`src/rtl/dma_w_burst_sched_pkg.sv`:
```
// Shared types and constants for the AXI write-side burst scheduler.
package dma_w_burst_sched_pkg;

  // Scheduler FSM states.
  typedef enum logic [2:0] {
    ST_IDLE    = 3'd0,
    ST_CALC    = 3'd1,
    ST_ISSUE   = 3'd2,
    ST_WAIT_LO = 3'd3,
    ST_WAIT_HI = 3'd4,
    ST_DONE    = 3'd5
  } sched_state_e;

  // Transfer status codes reported to the CSR block.
  localparam logic [1:0] ERR_NONE  = 2'b00;
  localparam logic [1:0] ERR_CFG   = 2'b01;
  localparam logic [1:0] ERR_BRESP = 2'b10;
  localparam logic [1:0] ERR_ABORT = 2'b11;

  // AXI bursts may not cross a 4 KB page.
  localparam int unsigned PAGE_BYTES = 4096;
  localparam int unsigned PAGE_OFF_W = 12;

  localparam int unsigned AXI_LEN_W  = 8;
  localparam int unsigned BURST_W    = 9;
  localparam int unsigned BURSTS_W   = 16;

endpackage

```
`src/rtl/dma_burst_calc.sv`:
```
// Beats for the next burst: min(remaining, MAX_BEATS, beats left in the 4 KB page).
module dma_burst_calc
  import dma_w_burst_sched_pkg::*;
#(
  parameter int unsigned CNT_W     = 24,
  parameter int unsigned BB_LOG2   = 2,
  parameter int unsigned MAX_BEATS = 256
) (
  input  logic [PAGE_OFF_W-1:0] page_off,
  input  logic [CNT_W-1:0]      remaining,
  output logic [BURST_W-1:0]    beats_c
);

  // One extra bit so a page-aligned address yields the full 4096 bytes.
  localparam int unsigned SPAN_W = PAGE_OFF_W + 1;

  logic [SPAN_W-1:0] to_4k;
  logic [SPAN_W-1:0] cap;

  // Clamp to the page end first, then to the burst cap, then to what is left.
  always_comb begin
    to_4k   = (SPAN_W'(PAGE_BYTES) - {1'b0, page_off}) >> BB_LOG2;
    cap     = (to_4k < SPAN_W'(MAX_BEATS)) ? to_4k : SPAN_W'(MAX_BEATS);
    beats_c = (remaining < CNT_W'(cap)) ? BURST_W'(remaining) : BURST_W'(cap);
  end

endmodule

```
`src/rtl/dma_w_burst_sched.sv`:
```
// Splits one software write transfer into 4 KB-safe AXI INCR bursts for dma_axi_w.
module dma_w_burst_sched
  import dma_w_burst_sched_pkg::*;
#(
  parameter int unsigned ADDR_W     = 32,
  parameter int unsigned DMA_DATA_W = 32,
  parameter int unsigned CNT_W      = 24,
  parameter int unsigned MAX_BEATS  = 256
) (
  input  logic                 clk,
  input  logic                 rst_n,
  input  logic                 start,
  input  logic                 abort,
  input  logic [ADDR_W-1:0]    cfg_addr,
  input  logic [CNT_W-1:0]     cfg_beats,
  output logic                 busy,
  output logic                 done,
  output logic                 err,
  output logic [1:0]           err_code,
  output logic [BURSTS_W-1:0]  bursts_issued,
  output logic                 eng_valid,
  output logic [ADDR_W-1:0]    eng_addr,
  output logic [AXI_LEN_W-1:0] eng_len,
  input  logic                 eng_aw_hs,
  input  logic                 eng_dma_ready,
  input  logic                 eng_error
);

  localparam int unsigned BB         = DMA_DATA_W / 8;
  localparam int unsigned BB_LOG2    = $clog2(BB);
  localparam logic [ADDR_W-1:0] ALIGN_MASK = ADDR_W'(BB - 1);

  sched_state_e          state,         state_nxt;
  logic [ADDR_W-1:0]     cur_addr,      cur_addr_nxt;
  logic [CNT_W-1:0]      remaining,     remaining_nxt;
  logic [BURST_W-1:0]    burst_beats,   burst_beats_nxt;
  logic                  abort_pend,    abort_pend_nxt;
  logic                  busy_nxt;
  logic                  done_nxt;
  logic                  err_nxt;
  logic [1:0]            err_code_nxt;
  logic [BURSTS_W-1:0]   bursts_issued_nxt;
  logic                  eng_valid_nxt;
  logic [ADDR_W-1:0]     eng_addr_nxt;
  logic [AXI_LEN_W-1:0]  eng_len_nxt;
  logic [BURST_W-1:0]    calc_beats_c;

  dma_burst_calc #(
    .CNT_W     (CNT_W),
    .BB_LOG2   (BB_LOG2),
    .MAX_BEATS (MAX_BEATS)
  ) u_calc (
    .page_off  (cur_addr[PAGE_OFF_W-1:0]),
    .remaining (remaining),
    .beats_c   (calc_beats_c)
  );

  // State and all registered outputs; reset drops eng_valid without a clock.
  always_ff @(posedge clk or negedge rst_n) begin
    if (!rst_n) begin
      state         <= ST_IDLE;
      cur_addr      <= '0;
      remaining     <= '0;
      burst_beats   <= '0;
      abort_pend    <= 1'b0;
      busy          <= 1'b0;
      done          <= 1'b0;
      err           <= 1'b0;
      err_code      <= ERR_NONE;
      bursts_issued <= '0;
      eng_valid     <= 1'b0;
      eng_addr      <= '0;
      eng_len       <= '0;
    end else begin
      state         <= state_nxt;
      cur_addr      <= cur_addr_nxt;
      remaining     <= remaining_nxt;
      burst_beats   <= burst_beats_nxt;
      abort_pend    <= abort_pend_nxt;
      busy          <= busy_nxt;
      done          <= done_nxt;
      err           <= err_nxt;
      err_code      <= err_code_nxt;
      bursts_issued <= bursts_issued_nxt;
      eng_valid     <= eng_valid_nxt;
      eng_addr      <= eng_addr_nxt;
      eng_len       <= eng_len_nxt;
    end
  end

  // Next-state and next-output logic; abort is only recorded, never acted on mid-burst.
  always_comb begin
    state_nxt         = state;
    cur_addr_nxt      = cur_addr;
    remaining_nxt     = remaining;
    burst_beats_nxt   = burst_beats;
    abort_pend_nxt    = abort_pend | (abort & (state != ST_IDLE));
    busy_nxt          = busy;
    done_nxt          = 1'b0;
    err_nxt           = err;
    err_code_nxt      = err_code;
    bursts_issued_nxt = bursts_issued;
    eng_valid_nxt     = eng_valid;
    eng_addr_nxt      = eng_addr;
    eng_len_nxt       = eng_len;

    case (state)
      ST_IDLE: begin
        if (start) begin
          cur_addr_nxt      = cfg_addr;
          remaining_nxt     = cfg_beats;
          err_nxt           = 1'b0;
          err_code_nxt      = ERR_NONE;
          bursts_issued_nxt = '0;
          abort_pend_nxt    = 1'b0;
          busy_nxt          = 1'b1;
          if ((cfg_beats == '0) || ((cfg_addr & ALIGN_MASK) != '0)) begin
            err_nxt      = 1'b1;
            err_code_nxt = ERR_CFG;
            state_nxt    = ST_DONE;
          end else begin
            state_nxt    = ST_CALC;
          end
        end
      end

      ST_CALC: begin
        burst_beats_nxt = calc_beats_c;
        eng_addr_nxt    = cur_addr;
        eng_len_nxt     = AXI_LEN_W'(calc_beats_c - BURST_W'(1));
        if (abort_pend) begin
          err_nxt      = 1'b1;
          err_code_nxt = ERR_ABORT;
          state_nxt    = ST_DONE;
        end else begin
          eng_valid_nxt = 1'b1;
          state_nxt     = ST_ISSUE;
        end
      end

      ST_ISSUE: begin
        if (eng_aw_hs) begin
          eng_valid_nxt     = 1'b0;
          bursts_issued_nxt = bursts_issued + BURSTS_W'(1);
          state_nxt         = ST_WAIT_LO;
        end
      end

      // dma_ready is still high from before the handshake; wait for it to drop.
      ST_WAIT_LO: begin
        if (!eng_dma_ready) begin
          state_nxt = ST_WAIT_HI;
        end
      end

      ST_WAIT_HI: begin
        if (eng_dma_ready) begin
          if (eng_error) begin
            err_nxt      = 1'b1;
            err_code_nxt = ERR_BRESP;
            state_nxt    = ST_DONE;
          end else begin
            cur_addr_nxt  = cur_addr + (ADDR_W'(burst_beats) << BB_LOG2);
            remaining_nxt = remaining - CNT_W'(burst_beats);
            state_nxt     = (remaining == CNT_W'(burst_beats)) ? ST_DONE : ST_CALC;
          end
        end
      end

      ST_DONE: begin
        done_nxt  = 1'b1;
        busy_nxt  = 1'b0;
        state_nxt = ST_IDLE;
      end

      default: begin
        state_nxt = ST_IDLE;
      end
    endcase
  end

endmodule

```
`config.mk`:
```
export PLATFORM = sky130hd
export DESIGN_NAME = dma_w_burst_sched
export DESIGN_NICKNAME = d
export VERILOG_FILES = /design/src/rtl/dma_w_burst_sched_pkg.sv /design/src/rtl/dma_burst_calc.sv /design/src/rtl/dma_w_burst_sched.sv
export SDC_FILE = /design/constraint.sdc
export NUM_CORES = 1
export LEC_CHECK = 0
export CAP_MARGIN = 20
export CORE_MARGIN = 2
export CORE_UTILIZATION = 59
export DETAILED_ROUTE_END_ITERATION = 10
export GPL_TIMING_DRIVEN = 0
export PLACE_DENSITY = 0.86
export SETUP_SLACK_MARGIN = 0.1
export SLEW_MARGIN = 20
export SYNTH_ARGS = -nofsm -noshare
export SYNTH_HDL_FRONTEND = slang
export SYNTH_SLANG_ARGS = --single-unit
```
`constraint.sdc`:
```
create_clock -name clk -period 12.7 [get_ports clk]
set_input_delay 3.81 -clock clk [delete_from_list [all_inputs] [get_ports clk]]
set_output_delay 3.81 -clock clk [all_outputs]
set_load 0.02 [all_outputs]
```
Word-level counts from Yosys, hierarchy flattened
Cells that the tools add are included.
- word-level logic and storage cells: 94
- flip-flop bits (word level): 131
- add/subtract/negate cells: 5
- $lt $le $gt $ge: 2
- reduce and logical (&&, ||, !) cells: 16
- bitwise operators: 2
- mux-type cells: 42
- equal/unequal tests: 14
- operators by type and width (kind ; number):
    two-way mux 32 bit ; 3
    two-way mux 24 bit ; 3
    one-hot mux 32 bit (2 select lines) ; 1
    one-hot mux 24 bit (2 select lines) ; 1
    adder 32 x 11 -> 32 bit ; 1
    two-way mux 16 bit ; 2
    one-hot mux 16 bit (2 select lines) ; 1
    nonzero test 32 bit ; 1
    == test 24 x 9 -> 1 bit ; 1
    logical NOT 24 bit ; 1
    less-than comparator 24 x 13 -> 1 bit ; 1
    two-way mux 3 bit ; 8
    subtractor 24 x 9 -> 24 bit ; 1
    adder 16 x 1 -> 16 bit, second input constant ; 1
    != test 2 bit, second input constant ; 8
    one-hot mux 3 bit (5 select lines) ; 1
    subtractor 13 x 12 -> 13 bit, first input constant ; 1
    two-way mux 1 bit ; 12
    less-than comparator 11 x 9 -> 1 bit, second input constant ; 1
    two-way mux 11 bit ; 1
    two-way mux 9 bit ; 1
    two-way mux 2 bit ; 4
    AND reduction 4 bit ; 2
    nonzero test 2 bit ; 4
    other kinds (15) ; 20

Longest topological paths before layout
Gate-level depths: netlist (run 1).
- word-level depth: 6
- gate-level depth with buffers: 21

Hierarchy
From an unflattened synthesis (run 1), not the netlist that was laid out.
- cell total of the unflattened synthesis: 934
- area total of the unflattened synthesis: 7807.5 um2
- by module, submodules not included (module ; times used ; seq. area each (um2) ; area an instance (um2) ; cells an instance):
    dma_w_burst_sched ; 1 ; 3278.1 ; 7278.2 ; 863
    dma_burst_calc ; 1 ; 0.0 ; 529.3 ; 71

Worst setup path before layout (run 1)
No wires, ideal clock.
- kind: input to register
- start: input port eng_dma_ready
- end: register remaining[17]
- slack: 7.403 ns
- arrival time: 5.163 ns
- stages on the path: 7
- required time: 12.565 ns
- path through: nor2b_1 mux2i_1 nand2b_1 clkbuf_1 clkbuf_1 buf_1 o22ai_1
- cells in the longest elaborated chain, start to end: 2
- ends and longest elaborated chain (item ; line ; text):
    start, declared ; dma_w_burst_sched.sv:25 ; input logic eng_dma_ready,
    != test 2 bit (no source line) ; -- ;
    AND reduction 4 bit (no source line) ; -- ;
    end signal, assigned ; dma_w_burst_sched.sv:77 ; remaining <= remaining_nxt;
    end, declared ; dma_w_burst_sched.sv:35 ; logic [CNT_W-1:0] remaining, remaining_nxt;
Every way passes these cells.
A chain may end at the register's enable or synchronous reset.

Final worst setup path (run 1)
- start: input port eng_dma_ready
- end: register cur_addr[6]
- cells in the longest elaborated chain, start to end: 2
- ends and longest elaborated chain (item ; line ; text):
    != test 2 bit (no source line) ; -- ;
    AND reduction 4 bit (no source line) ; -- ;
    end signal, assigned ; dma_w_burst_sched.sv:76 ; cur_addr <= cur_addr_nxt;
    end, declared ; dma_w_burst_sched.sv:34 ; logic [ADDR_W-1:0] cur_addr, cur_addr_nxt;
Every way passes these cells.

==> results of run 1 <==
[routing by layer]
metal | global-route usage (%) | vias up | part of all wire, %
li1 | - | 3744 | -
met1 | 47.4 | 3904 | 39
met2 | 56.5 | 599 | 46
met3 | 8.02 | 108 | 11
met4 | 16.5 | 0 | 4.2
met5 | 0 | - | 0
[metrics by stage]
| step | hold WS [ns] | util, % | setup WS [ns] |
|---|---|---|---|
| final | 0.471 | 76.0 | 6.09 |
| after global routing | 0.486 | 76.0 | 6.13 |
| after CTS | 0.476 | 76.0 | 6.28 |
| after detailed placement | 0.462 | 71.6 | 5.94 |
| after global placement | 0.458 | 71.4 | 2.64 |
| after floorplan | 0.444 | - | 7.40 |
[synthesized netlist by cell type (8+ instances only)]
cell / n / share of area [%]
o21a_1: 13 / 1.2
o211ai_1: 11 / 1.0
o22a_1: 8 / 0.88
nand4_1: 21 / 1.6
nand2_1: 191 / 9.0
and3_1: 15 / 1.2
xor2_1: 12 / 1.3
nor2b_1: 8 / 0.63
nor4_1: 19 / 1.5
nor2_1: 72 / 3.4
nand3_1: 34 / 2.1
ha_1: 29 / 4.5
a211oi_1: 14 / 1.3
a31oi_1: 11 / 0.86
mux2i_1: 8 / 1.0
o22ai_1: 12 / 0.94
or3_1: 8 / 0.63
o21ai_0: 58 / 3.6
nor3_1: 24 / 1.5
xnor2_1: 16 / 1.8
clkbuf_1: 46 / 2.2
dfrtp_1: 131 / 41
inv_1: 30 / 1.4
a21oi_1: 55 / 3.4
[flip-flops by register name, indices dropped and copies added (netlist names)]
name and flops:
eng_valid 1, state 3, abort_pend 1, err 1
eng_len 8, burst_beats 9, busy 1, eng_addr 32
cur_addr 32, err_code 2, done 1, bursts_issued 16
remaining 24
[final cells by class]
| type | instances | share of cell area (%) |
|---|---|---|
| Multi-Input combinational cell | 743 | 43.5 |
| Sequential cell | 131 | 32.6 |
| Timing Repair Buffer | 125 | 12.7 |
| Clock buffer | 22 | 4.71 |
| Tap cell | 176 | 2.19 |
| Buffer | 55 | 2.17 |
| Inverter | 30 | 1.12 |
| Clock inverter | 9 | 1.04 |
[final timing paths]
kind / endpoint / cells past startpoint
setup reg to reg: eng_len[6] / 20
hold reg to reg: eng_addr[8] / 2
hold / removal: eng_addr[8] / 2
setup / recovery: cur_addr[6] / 8
max in group asynchronous: cur_addr[2] / 2
min in group asynchronous: remaining[10] / 1
[kinds of logic after synthesis]
kind of cell,synth area share [%]
and+or+nand+nor,24.8
AOI/OAI and AO/OA,19.7
DFF,41.0
buffers and inverters,4.15
adders and majority gates,5.04
xor gates and xnor gates,3.07
muxes,2.16
other,0.0469
[report_power, final]
group,internal (mW),switching (mW),leakage [nW]
sequential,0.604,0.186,1.58
combinational,0.588,0.966,2.36
clock,0.302,0.185,0.286
[worst min-delay path: stages (launching register included)]
cell     delay (ns)
dfrtp_1        0.34
nand2_1        0.05
nand2_1        0.05
==> run_results.csv, run 1 <==
group,metric,value,unit
outcome,status,"finished clean",
placement,place_area,9490,um^2
drt,first_iter_violations,1022,
cts,cts_buffers,17,
cts,cts_root_buf,"clkbuf_16",
cts,postCtsResizedCells,0,
cells_and_area,final_design_area_no_fill,10100,um^2
drt,drt-pass1-iter-count,8,
yosys,synthFlopType,"dfrtp_1",
cts,cts_tree,"built",
cts,clk_latency,0.43,ns
sta,worst_pin_slew,0.960,ns
floorplan,fp.coreArea,13200,um^2
setup_path,required,12.97,ns
sta,post-route-period-util,52.0,%
sta,min_period,6.61,ns
yosys,synth_cells,959,
yosys,seq_area_frac_synth,41.0,%
pwr,ir_drop,0.161,mV
cts,clock_sinks,131,
setup_path,cp_num_buf_inv,4,
drt,viasPerCell,6.47,
global_route,grt_pass1_vias,7709,
setup_path,path_class,"primary input to flip-flop",
drt,wire_per_inst,20.1,um
pwr,power.density,281,nW/um^2
sta,skew,0.00957,ns
worst_hold_path,hp-start,"eng_addr[8]",
worst_hold_path,hp-class,"flip-flop to flip-flop",
placement,placed_cells,1260,
setup_path,worstSetupEndpointType,"flip-flop",
global_route,antenna_found_initial,0,
global_route,grt_max_degree,69,
cts,holdBufCountCts,0,
floorplan,die_w,120,um
drt,drc,0,
global_route,grtUsageTotal,35.9,%
run,maxCapViolations,0,
cells_and_area,fillers,1006,
floorplan,rows,42,
cells_and_area,drive_gt1_share,4.93,%
sta,finalSetupViolCount,0,
setup_path,ff2ff_setup_slack,7.53,ns
yosys,synthesis.area_per_instance,8.34,um^2
cells_and_area,num_antenna_cells,0,
placement,port_buffers,124,
yosys,synth-edff-count,0,
cts,clk_pin_slew_worst_paths,0.06,ns
setup_path,path_cells,"clkdlybuf4s50_1 > nor2b_1 > mux2i_1 > nand2b_1 > clkbuf_1 > clkbuf_1 > clkbuf_1 > o21ai_0",
drt,totalWireLength,25900,um
sta,timing.fmax,0.151,GHz
yosys,syn_nets,1053,
setup_path,crit_family,"buffers and inverters",
cells_and_area,finalNetCount,1197,
cells_and_area,final_cell_mix,"191 x nand2_1, 131 x dfrtp_1, 123 x clkdlybuf4s50_1",
floorplan,die_h,120,um
setup_path,critPathSlowestCell,"clkbuf_1",
global_route,grt_pass1_wl,40400,um
setup_path,critPathMaxStageDelay,0.63,ns
yosys,synth_cell_types,68,
placement,place.gp.congestion,0.957,
floorplan,die-area,14500,um^2
yosys,synthArstFlopShare,100,%
pwr,power.total,2.83,mW
cells_and_area,multiInputGateArea,4380,um^2
drt,antenna_left,0,
sta,relSlewSlack,35.8,%
setup_path,startpoint,"eng_dma_ready",
cells_and_area,syn2layout_area_growth,25.9,%
yosys,synth_area,7990,um^2
setup_path,arrival,6.87,ns
cells_and_area,finalNonFillerCells,1291,
pwr,leakage,4.23,nW
setup_path,path_common_cell,"clkbuf_1",
cells_and_area,seq_area,3280,um^2
setup_path,setup.worst_path.start_class,"primary input",
cells_and_area,final_common_cell,"nand2_1",
setup_path,reg2reg_from,"cur_addr[3]",
sta,report.final.slew_viol_count,0,
cts,clk_path_buf_depth,2,
drt,vias,8355,
sta,fin_setup_tns,0,ns
setup_path,cp_max_fo,10,
yosys,synth_seq_cells,131,
cts,post_cts.repair.setup_buffers,0,
floorplan,pin_count,125,
sta,rsz0062_at_grt,"no",
cts,htree_levels,4,
placement,place.detailed.hpwl,18300,um
yosys,yosysWarnings,0,
sta,hold_viol,0,
global_route,gr-total-overflow,0,
floorplan,start_util,60.4,%
Note: power is estimated with default switching activity, not from simulation.
==> run 2, diff against run 1 <==
- CORE_UTILIZATION: 59 -> 55
- PLACE_DENSITY: 0.86 -> 0.81
- clock period: 12.7 -> 6.9 ns (I/O delays scaled with it)
==> run_results.csv, run 2 (synthesis gave the netlist of run 1 again) <==
group,metric,value,unit
cells_and_area,final_common_cell,"nand2_1",
floorplan,die-area,15500,um^2
setup_path,setup.worst_path.start_class,"flip-flop",
cts,clk_latency,0.43,ns
cells_and_area,final_cell_mix,"191 x nand2_1, 131 x dfrtp_1, 123 x clkdlybuf4s50_1",
pwr,leakage,4.23,nW
global_route,grtUsageTotal,33.2,%
cells_and_area,syn2layout_area_growth,26.3,%
placement,place.gp.congestion,0.950,
pwr,power.density,517,nW/um^2
outcome,status,"finished clean",
pwr,seq_power_share,27.8,%
cts,cts_root_buf,"clkbuf_16",
drt,totalWireLength,25500,um
setup_path,cp_num_buf_inv,3,
setup_path,worstSetupEndpointType,"flip-flop",
drt,highest_layer,"met4",
placement,place.detailed.hpwl,18400,um
floorplan,die_w,125,um
placement,port_buffers,124,
run,maxCapViolations,0,
cts,post_cts.repair.setup_buffers,0,
global_route,grt_pass1_wl,41000,um
cts,cts_buffers,17,
cts,holdBufCountCts,0,
pwr,p_sw,2.45,mW
cells_and_area,top_regs,"cur_addr (32), eng_addr (32), remaining (24)",
pwr,switching_share,47.0,%
setup_path,path_cells,"or4_1 > buf_2 > or2_2 > nor3_1 > xnor2_1 > nand2_1 > ha_1 > a21oi_1 > o21ai_0 > a2111oi_4 > o21ai_2 > buf_6 > mux2i_2 > ha_1 > clkbuf_1 > mux2_2 > o22ai_1 > a21oi_1 > mux2i_1 > o21ai_0",
drt,drc,0,
setup_path,critPathMaxStageDelay,0.51,ns
pwr,internal_power,2.77,mW
cells_and_area,fillers,1145,
sta,rsz0062_at_grt,"no",
sta,min_period,5.07,ns
drt,first_iter_violations,1118,
global_route,grt_max_degree,99,
floorplan,start_util,55.6,%
setup_path,crit_family,"compound AO/OA/AOI/OAI gates",
drt,vias,8115,
floorplan,fp.coreArea,14400,um^2
cts,postCtsResizedCells,0,
cts,clk_pin_slew_worst_paths,0.06,ns
sta,hold_viol,0,
sta,worst_pin_slew,1.01,ns
sta,fin_setup_tns,0,ns
sta,relSlewSlack,32.3,%
pwr,clockPowerShare,18.0,%
sta,skew,0.00900,ns
cells_and_area,finalNetCount,1197,
pwr,combPwrFrac,54.3,%
sta,report.final.slew_viol_count,0,
cts,clock_sinks,131,
worst_hold_path,hp-class,"flip-flop to flip-flop",
cts,htree_levels,4,
global_route,grt_pass1_vias,7673,
cells_and_area,num_antenna_cells,0,
floorplan,rows,44,
sta,timing.fmax,0.197,GHz
cts,cts_tree,"built",
setup_path,path_class,"flip-flop to flip-flop",
setup_path,critPathSlowestCell,"or4_1",
drt,viasPerCell,6.24,
pwr,ir_drop,0.276,mV
cells_and_area,drive_gt1_share,5.11,%
sta,post-route-period-util,73.5,%
global_route,gr-total-overflow,0,
sta,fin_ws,1.83,ns
setup_path,cp_max_fo,10,
pwr,power.total,5.22,mW
drt,wl_met1,10600,um
drt,antenna_left,0,
drt,wl_met2,11700,um
drt,wl_met3,2390,um
placement,pre_cts_ws,1.87,ns
drt,drt-pass1-iter-count,6,
sta,finalSetupViolCount,0,
cts,clk_path_buf_depth,2,
setup_path,arrival,5.36,ns
global_route,antenna_found_initial,0,
floorplan,pin_count,125,
drt,wire_per_inst,19.6,um
setup_path,required,7.19,ns
floorplan,die_h,125,um
==> run 2: final timing paths <==
path | start | end | slack, ns | cells past startpoint
max in group asynchronous | rst_n | eng_addr[22] | 4.60 | 2
worst max-delay path | cur_addr[2] | eng_len[6] | 1.83 | 20
worst max register to register | cur_addr[2] | eng_len[6] | 1.83 | 20
worst min register to register | eng_addr[8] | eng_addr[8] | 0.47 | 2
min in group asynchronous | rst_n | remaining[11] | 1.50 | 1
worst min-delay path | eng_addr[8] | eng_addr[8] | 0.47 | 2
==> run 2: stage by stage <==
stage	instance area [um^2]	utilization [%]	hold WS, ns	std cells
after floorplan	7990	-	0.444	959
after global placement	9470	65.9	0.458	1267
after detailed placement	9500	66.1	0.462	1268
after CTS	10100	70.3	0.476	1300
after global routing	10100	70.3	0.500	1300
final	10100	70.3	0.471	1300
==> run 2: worst reg2reg max path: stages, from the launching register on <==
cell and delay [ns]:
dfrtp_1 0.46, or4_1 0.51, buf_2 0.17, or2_2 0.33, nor3_1 0.19, xnor2_1 0.17
nand2_1 0.09, ha_1 0.32, a21oi_1 0.12, o21ai_0 0.16, a2111oi_4 0.44, o21ai_2 0.16
buf_6 0.18, mux2i_2 0.26, ha_1 0.19, clkbuf_1 0.35, mux2_2 0.39, o22ai_1 0.13
a21oi_1 0.08, mux2i_1 0.16, o21ai_0 0.09
==> run 2: metal layers <==
metal / up-vias / GRT usage (%)
li1: 3736 / -
met1: 3831 / 45.5
met2: 469 / 51.7
met3: 79 / 7.35
met4: 0 / 13.0
met5: - / 0
==> run 2: power groups by stage <==
| stage | Sequential (mW) | Clock (mW) | Combinational (mW) |
|---|---|---|---|
| 2_1_floorplan | 1.52 | 0 | 1.71 |
| 3_3_place_gp | 1.43 | 0 | 2.69 |
| 3_5_place_dp | 1.44 | 0 | 2.76 |
| 4_1_cts | 1.44 | 0.938 | 2.78 |
| 5_1_grt | 1.49 | 0.973 | 3.10 |
| 6_report | 1.45 | 0.938 | 2.83 |
==> run 2: final cells by class <==
type	instances	area, um^2	share of cell area, %
Buffer	55	219	2.17
Sequential cell	131	3280	32.5
Inverter	30	113	1.11
Tap cell	184	230	2.28
Timing Repair Buffer	125	1270	12.6
Clock buffer	19	443	4.39
Multi-Input combinational cell	743	4380	43.4
Clock inverter	13	159	1.57
==> run 3, diff against run 2 <==
- clock period: 6.9 -> 5 ns (I/O delays scaled with it)
==> run_results.csv, run 3 (synthesis gave the netlist of run 1 again) <==
group,metric,value,unit
cts,cts_root_buf,"clkbuf_16",
cells_and_area,drive_gt1_share,5.55,%
pwr,power.total,7.22,mW
pwr,switching_share,47.0,%
pwr,clockPowerShare,17.9,%
sta,worst_pin_slew,0.994,ns
floorplan,die-area,15500,um^2
outcome,status,"finished clean",
cts,clk_path_buf_depth,2,
sta,skew,0.00847,ns
drt,antenna_left,0,
drt,wl_met2,11900,um
cells_and_area,num_antenna_cells,0,
placement,port_buffers,124,
global_route,antenna_found_initial,0,
worst_hold_path,min_delay_path_depth,2,
cells_and_area,finalNonFillerCells,1301,
drt,vias,8146,
setup_path,critPathMaxStageDelay,0.49,ns
drt,viasPerCell,6.26,
pwr,seq_power_share,27.7,%
sta,fin_setup_tns,0,ns
drt,first_iter_violations,1252,
cts,holdBufCountCts,0,
run,maxCapViolations,0,
drt,drc,0,
placement,placed_cells,1268,
cts,clk_latency,0.43,ns
sta,rsz0062_at_grt,"no",
cells_and_area,syn2layout_area_growth,26.7,%
pwr,p_sw,3.40,mW
sta,hold_viol,0,
sta,timing.fmax,0.217,GHz
setup_path,arrival,4.90,ns
setup_path,critPathSlowestCell,"or4_1",
setup_path,r2r-end,"eng_len[6]",
setup_path,setup.worst_path.start_class,"flip-flop",
worst_hold_path,hp-start,"eng_addr[8]",
placement,place.detailed.hpwl,18400,um
cts,cts_tree,"built",
setup_path,cp_max_fo,10,
setup_path,worstSetupEndpointType,"flip-flop",
global_route,gr-total-overflow,0,
drt,highest_layer,"met4",
pwr,power.density,713,nW/um^2
sta,min_period,4.61,ns
floorplan,start_util,55.6,%
pwr,combPwrFrac,54.3,%
setup_path,path_cells,"or4_1 > buf_2 > or2_2 > nor3_2 > xnor2_1 > nand2_1 > ha_1 > a21oi_1 > o21ai_1 > a2111oi_4 > o21ai_2 > buf_6 > mux2i_4 > ha_1 > clkbuf_4 > mux2_2 > o22ai_1 > a21oi_1 > mux2i_1 > o21ai_0",
setup_path,required,5.29,ns
cells_and_area,top_regs,"cur_addr (32), eng_addr (32), remaining (24)",
global_route,grt_pass1_wl,41000,um
cts,clock_sinks,131,
floorplan,pin_count,125,
floorplan,die_h,125,um
pwr,leakage,4.24,nW
setup_path,path_class,"flip-flop to flip-flop",
global_route,grt_pass1_vias,7673,
drt,wl_met3,2410,um
worst_hold_path,hold_end,"eng_addr[8]",
drt,drt-pass1-iter-count,6,
sta,report.final.slew_viol_count,0,
sta,finalSetupViolCount,0,
cells_and_area,fin_util,70.5,%
drt,totalWireLength,25600,um
global_route,grt_max_degree,99,
cts,htree_levels,4,
placement,place.gp.congestion,0.950,
sta,fin_ws,0.391,ns
sta,post-route-period-util,92.2,%
pwr,ir_drop,0.382,mV
cells_and_area,finalNetCount,1198,
cells_and_area,final_common_cell,"nand2_1",
setup_path,ff2ff_setup_slack,0.39,ns
placement,pre_cts_ws,0.0163,ns
pwr,internal_power,3.83,mW
cts,clk_pin_slew_worst_paths,0.06,ns
drt,wl_met1,10700,um
drt,wire_per_inst,19.7,um
floorplan,rows,44,
setup_path,reg2reg_from,"cur_addr[2]",
sta,relSlewSlack,33.1,%
cts,cts_buffers,17,
global_route,grtUsageTotal,33.2,%
floorplan,die_w,125,um
floorplan,fp.coreArea,14400,um^2
worst_hold_path,hp-class,"flip-flop to flip-flop",
setup_path,worstRegToRegCells,20,
cells_and_area,final_cell_mix,"191 x nand2_1, 130 x dfrtp_1, 123 x clkdlybuf4s50_1",
[run 3: cell types whose count changed in the layout (fill, tap and decap cells not counted), sizes merged]
cell | before | now
buf | 11 | 12
[run 3: worst max-delay path, delay by kind of cell (launching register included)]
kind / cells / cell delay, ns
XOR/XNOR: 1 / 0.16
AND/OR/NAND/NOR: 4 / 1.06
multiplexers: 3 / 0.71
flip-flops: 1 / 0.45
buffers and inverters: 3 / 0.53
AO/OA/AOI/OAI: 7 / 1.06
adder cells (fa/ha/maj): 2 / 0.49
[run 3: stage by stage]
stage / hold WS, ns / instance area, um^2
floorplan: 0.444 / 7990
global placement: 0.458 / 9470
detailed placement: 0.462 / 9500
CTS: 0.476 / 10100
global route: 0.500 / 10100
finish: 0.471 / 10100
[run 3: how the worst max path moves through the flow]
stage                 from               end  slack, ns  cells after the start
5_1_grt        cur_addr[2]        eng_len[6]       0.12                     20
3_5_place_dp   cur_addr[2]        eng_len[6]       0.02                     20
6_report       cur_addr[2]        eng_len[6]       0.39                     20
3_3_place_gp         rst_n  bursts_issued[9]      -2.91                      1
2_1_floorplan  cur_addr[2]        eng_len[6]       0.62                     20
4_1_cts        cur_addr[2]        eng_len[6]       0.13                     20
[run 3: layout make-up]
type	count	area, um^2
Multi-Input combinational cell	743	4400
Fill cell	1139	4240
Sequential cell	131	3280
Timing Repair Buffer	126	1280
Clock buffer	19	443
Tap cell	184	230
Buffer	55	223
Clock inverter	13	159
Inverter	30	113
[run 3: power by group through the flow]
| stage | registers (mW) | logic, mW | clock network, mW |
|---|---|---|---|
| after floorplan | 2.09 | 2.36 | 0 |
| after global placement | 1.98 | 3.72 | 0 |
| after detailed placement | 1.99 | 3.81 | 0 |
| after CTS | 1.98 | 3.84 | 1.29 |
| after global routing | 2.06 | 4.29 | 1.34 |
| final | 2.00 | 3.92 | 1.30 |
[run 3: timing repair]
item,CTS,global route
setup endpoints to repair,1,2
resized for setup,1,7
endpoints found under the hold margin,0,0
setup buffers,0,1
pin swaps,0,1
[run 3: per-layer routing]
layer,global-route usage (%),vias to the layer above
met4,13.0,0
met2,51.7,458
met5,0,-
met1,45.5,3875
li1,-,3737
met3,7.35,76
==> variant 1 (config.mk and constraints of run 3) <==
Set the package constant `PAGE_OFF_W` to 24 (it was 12).
--- a/src/rtl/dma_w_burst_sched_pkg.sv
+++ b/src/rtl/dma_w_burst_sched_pkg.sv
@@ -19,7 +19,7 @@
 
   // AXI bursts may not cross a 4 KB page.
   localparam int unsigned PAGE_BYTES = 4096;
-  localparam int unsigned PAGE_OFF_W = 12;
+  localparam int unsigned PAGE_OFF_W = 24;
 
   localparam int unsigned AXI_LEN_W  = 8;
   localparam int unsigned BURST_W    = 9;
Formal check against the unedited RTL: not equivalent (Yosys sat finds a counterexample within 4 cycles, from zero or initial values and one cycle with rst_n low).
==> variant 1 against run 3 <==
- sequential cell count unchanged
- non-clock buffer count up 1
- clock power is essentially flat
- setup slack got worse by 75 ps
- design area is 4.9% higher
- total power is 2.3% higher
- routed wire length grew 3.2%
- area after synthesis rose by 4.5%
- synthesized cell count rose by 4.6%
- utilization increased by 0.16 points
- clock skew barely moved
- largest cell class unchanged
==> variant 1: results (changes against run 3) <==
[logic_synthesis]
yosysSeqAreaShare_pct = 39.26  ; -1.8 points
synthTopCellsByCount = nand2_1, dfrtp_1, nor2_1

[outcome]
outcome = complete, no violations

[layout]
drive_above_1_share_pct = 6.718  ; +1.2 points
fin_nets = 1270  ; +6.0%
nFillCells = 1201  ; +5.4%

[power]
peakVddDrop_mv = 0.4342  ; +14%

[setup_path]
r2r_setup_slack_ps = 320  ; -80 ps
max_stage_delay_ps = 560  ; +70 ps
rr_worst_depth = 22  ; +10%
critical_path.startpoint = cur_addr[1]$_DFFE_PN0P_

[route]
route.met3.wl_mm = 2.246  ; -6.7%
wl_per_cell_um = 19.41  ; -1.5%
drt-met1-wl_mm = 10.71  ; +0.24%
vias = 8522  ; +4.6%
wl_met2_mm = 12.30  ; +3.6%

[global_route]
track_usage_pct = 33.15  ; -0.048 points
grt_pass1_wl_mm = 41.66  ; +1.5%
grt_pass1_vias = 8195  ; +6.8%
grt_max_degree = 67  ; -32%

[placement]
routabilityCongestion = 0.9431  ; -0.76%
dpl_cell_area_mm2 = 0.009908  ; +4.3%

[worst_hold_path]
holdPathEnd = eng_addr[26]$_DFFE_PN0P_
min-delay-start = eng_addr[26]$_DFFE_PN0P_

[sta]
finClkSkew_ps = 8.389  ; -0.08241 ps
hold_slack_ps = 473.2  ; +1.766 ps

-- variant 1: worst max-delay path by stage --
stage	to	slack (ps)	cells after the start
final	eng_len[6]$_DFFE_PN0P_	320	22
after global placement	remaining[23]$_DFFE_PN0P_	-2870	1
after floorplan	eng_len[6]$_DFFE_PN0P_	730	23
after detailed placement	eng_len[6]$_DFFE_PN0P_	-210	20
after CTS	eng_len[6]$_DFFE_PN0P_	130	23
after global routing	eng_len[6]$_DFFE_PN0P_	60	22
-- variant 1: per-stage QoR --
stage | cells | worst slack (ps) | utilization (%) | TNS (ps) | power, W
2_1_floorplan | 1016 | 727.4 | - | 0 | 0.004545
3_3_place_gp | 1328 | -2873 | 65.69 | -375070 | 0.005800
3_5_place_dp | 1329 | -210.2 | 65.91 | -210.2 | 0.005897
4_1_cts | 1361 | 128.7 | 70.11 | 0 | 0.007245
5_1_grt | 1364 | 62.91 | 70.65 | 0 | 0.007862
6_report | 1364 | 316.0 | 70.65 | 0 | 0.007388
-- variant 1: layout make-up --
class | instances | area (um^2) | area share (%)
sequential | 131 | 3278 | 30.86
tap | 188 | 235.2 | 2.215
clock buffer | 17 | 425.4 | 4.005
timing repair buffer | 128 | 1296 | 12.20
inverter | 31 | 116.4 | 1.096
buffer | 54 | 249.0 | 2.344
clock inverter | 15 | 181.4 | 1.708
multi-input combinational | 800 | 4840 | 45.56
-- variant 1: per-layer routing --
| layer | GRT usage [%] | up-vias |
|---|---|---|
| li1 | - | 3920 |
| met1 | 43.35 | 4001 |
| met2 | 53.07 | 491 |
| met3 | 5.905 | 110 |
| met4 | 17.26 | 0 |
| met5 | 0 | - |
-- variant 1: report_power, final --
part | switching, W | leakage (nW) | total [W] | internal (W)
sequential | 0.000520 | 1.58 | 0.00205 | 0.00153
combinational | 0.00248 | 2.68 | 0.00404 | 0.00156
clock | 0.000515 | 0.294 | 0.00130 | 0.000787
total | 0.00351 | 4.55 | 0.00739 | 0.00387
-- variant 1: logic make-up (layout without fill, tap and decap cells) --
logic type | Yosys count | count (layout) | share of synthesized area (%)
other | 1 | 14 | 0.04491
buffers and inverters | 85 | 245 | 4.300
XOR/XNOR | 31 | 31 | 3.251
AND/OR/NAND/NOR | 444 | 444 | 25.61
adder cells (fa/ha/maj) | 44 | 44 | 6.773
multiplexers | 12 | 12 | 1.558
AO/OA/AOI/OAI | 255 | 255 | 19.21
flip-flops | 131 | 131 | 39.26
-- variant 1: what timing repair did --
item                       in CTS  in global routing
buffers inserted                0                  3
setup endpoints to repair       3                  2
pin swaps                       0                  4
resized for setup               5                 10
==> variant 2 (config.mk and constraints of run 3) <==
Made on the original files. The 6 states of `sched_state_e` get a one-hot encoding in 6 bits.
--- a/src/rtl/dma_w_burst_sched_pkg.sv
+++ b/src/rtl/dma_w_burst_sched_pkg.sv
@@ -2,13 +2,13 @@
 package dma_w_burst_sched_pkg;
 
   // Scheduler FSM states.
-  typedef enum logic [2:0] {
-    ST_IDLE    = 3'd0,
-    ST_CALC    = 3'd1,
-    ST_ISSUE   = 3'd2,
-    ST_WAIT_LO = 3'd3,
-    ST_WAIT_HI = 3'd4,
-    ST_DONE    = 3'd5
+  typedef enum logic [5:0] {
+    ST_IDLE    = 6'b000001,
+    ST_CALC    = 6'b000010,
+    ST_ISSUE   = 6'b000100,
+    ST_WAIT_LO = 6'b001000,
+    ST_WAIT_HI = 6'b010000,
+    ST_DONE    = 6'b100000
   } sched_state_e;
 
   // Transfer status codes reported to the CSR block.
Formal check against the unedited RTL: no difference found for any inputs over 4 cycles, from zero or initial values and one cycle with rst_n low; so few cycles prove little.
==> variant 2 against run 3 <==
- routed wire length decreased by 6.4%
- clock skew hardly changed
- via count down 2.4%
- sequential cell count grew 3
- sequential share of layout area up 1.3 points
- die area shrank 1.8%
- synthesized cell count shrank 2.6%
- setup slack got worse by 81 ps
- total power fell by 13%
- design area decreased by 1.5%
- utilization is 1.1 points higher
- area after synthesis decreased by 1.8%
- critical endpoint unchanged
- largest cell class unchanged
==> variant 2: results (changes against run 3) <==
[outcome]
outcome = complete, no violations

[setup_path]
path_delay_family = compound AO/OA/AOI/OAI gates
crit_fanout = 6  ; -4
crit_arrival_ps = 5000  ; +100 ps
max_stage_delay_ps = 510  ; +20 ps
critical_path.startpoint = cur_addr[3]$_DFFE_PN0P_
rr_worst_depth = 20  ; unchanged
r2r_setup_slack_ps = 310  ; -80 ps

[logic_synthesis]
synthTopCellsByArea = dfrtp_1, nand2_1, a21oi_1
synthTopCellsByCount = nand2_1, dfrtp_1, nor2_1
synth_cell_types = 67  ; -1.5%
yosysSeqAreaShare_pct = 42.75  ; +1.7 points
async_reset_ff_share_pct = 100.0  ; unchanged
syn-num-nets = 1028  ; -2.4%

[power]
peakVddDrop_mv = 0.3171  ; -17%
power.leakage_nw = 4.263  ; +0.51%

[sta]
finClkSkew_ps = 8.165  ; -0.3063 ps
slew_headroom_pct = 25.90  ; -7.2 points

[route]
wl_per_cell_um = 18.79  ; -4.7%
post_drt_via_cell_ratio = 6.221  ; -0.65%
drt_iter0_drc = 859  ; -31%

[worst_hold_path]
min-delay-start = eng_addr[26]$_DFFE_PN0P_
holdPathEnd = eng_addr[26]$_DFFE_PN0P_
hold-path-cell-count = 2  ; unchanged

[layout]
fin_nets = 1179  ; -1.6%
drive_above_1_share_pct = 5.738  ; +0.19 points
nFillCells = 1091  ; -4.2%
diodes = 0  ; unchanged

[placement]
routabilityCongestion = 0.9703  ; +2.1%
hpwl_mm = 17.22  ; -6.2%
dpl_cell_area_mm2 = 0.009346  ; -1.6%

[global_route]
grt_max_degree = 88  ; -11%
track_usage_pct = 32.34  ; -0.86 points
grt_pass1_vias = 7408  ; -3.5%
grt_pass1_wl_mm = 37.97  ; -7.5%

[clock_tree]
cts-buffers-inserted = 17  ; unchanged
clkLatencyLatePin_ps = 420

==> variant 2: power breakdown <==
part	leakage (nW)	internal, W	switching, W
clock	0.254	0.000656	0.000490
sequential	1.63	0.00152	0.000484
combinational	2.38	0.00132	0.00184
total	4.26	0.00349	0.00281
==> variant 2: per-layer routing <==
layer,routed length (um),vias to the layer above,share of wire (%),global-route usage [%]
li1,-,3640,-,-
met1,9965,3811,42,44.16
met2,11370,443,47,51.68
met3,2028,56,8.4,6.089
met4,645,0,2.7,11.36
met5,0,-,0,0
==> variant 2: area by class of cell <==
type,instances,area (um^2),share of cell area [%]
Clock buffer,20,456.7,4.579
Timing Repair Buffer,132,1326,13.30
Clock inverter,12,80.08,0.8028
Buffer,52,210.2,2.107
Sequential cell,134,3357,33.66
Multi-Input combinational cell,719,4210,42.21
Tap cell,180,225.2,2.258
Inverter,29,108.9,1.091
==> variant 2: logic make-up (layout without fill, tap and decap cells) <==
family          after synthesis  after routing  synth area share, %
simple gates                401            401                23.50
compound gates              241            241                19.34
flops                       134            134                42.75
other cells                   1              1              0.04779
xor+xnor                     34             34                3.795
buf+inv                      81            245                3.938
fa+ha+maj                    31             31                5.134
mux                          11             11                1.499
==> variant 2: timing repair <==
item / 4_1_cts / 5_1_grt
pin swaps: 0 / 3
gates resized for setup: 1 / 10
buffers inserted: 0 / 7
setup endpoints to repair: 2 / 3
==> variant 2: through the flow <==
stage / util [%] / hold WS [ps] / setup TNS [ps] / setup slack, ps / std cells
floorplan: - / 453.5 / 0 / 500.6 / 934
finish: 71.58 / 473.3 / 0 / 310.0 / 1278
global placement: 66.84 / 459.2 / -396790 / -2988 / 1238
CTS: 70.94 / 477.6 / 0 / 106.3 / 1271
detailed placement: 67.07 / 462.8 / 0 / 56.15 / 1239
global route: 71.58 / 503.3 / 0 / 61.44 / 1278
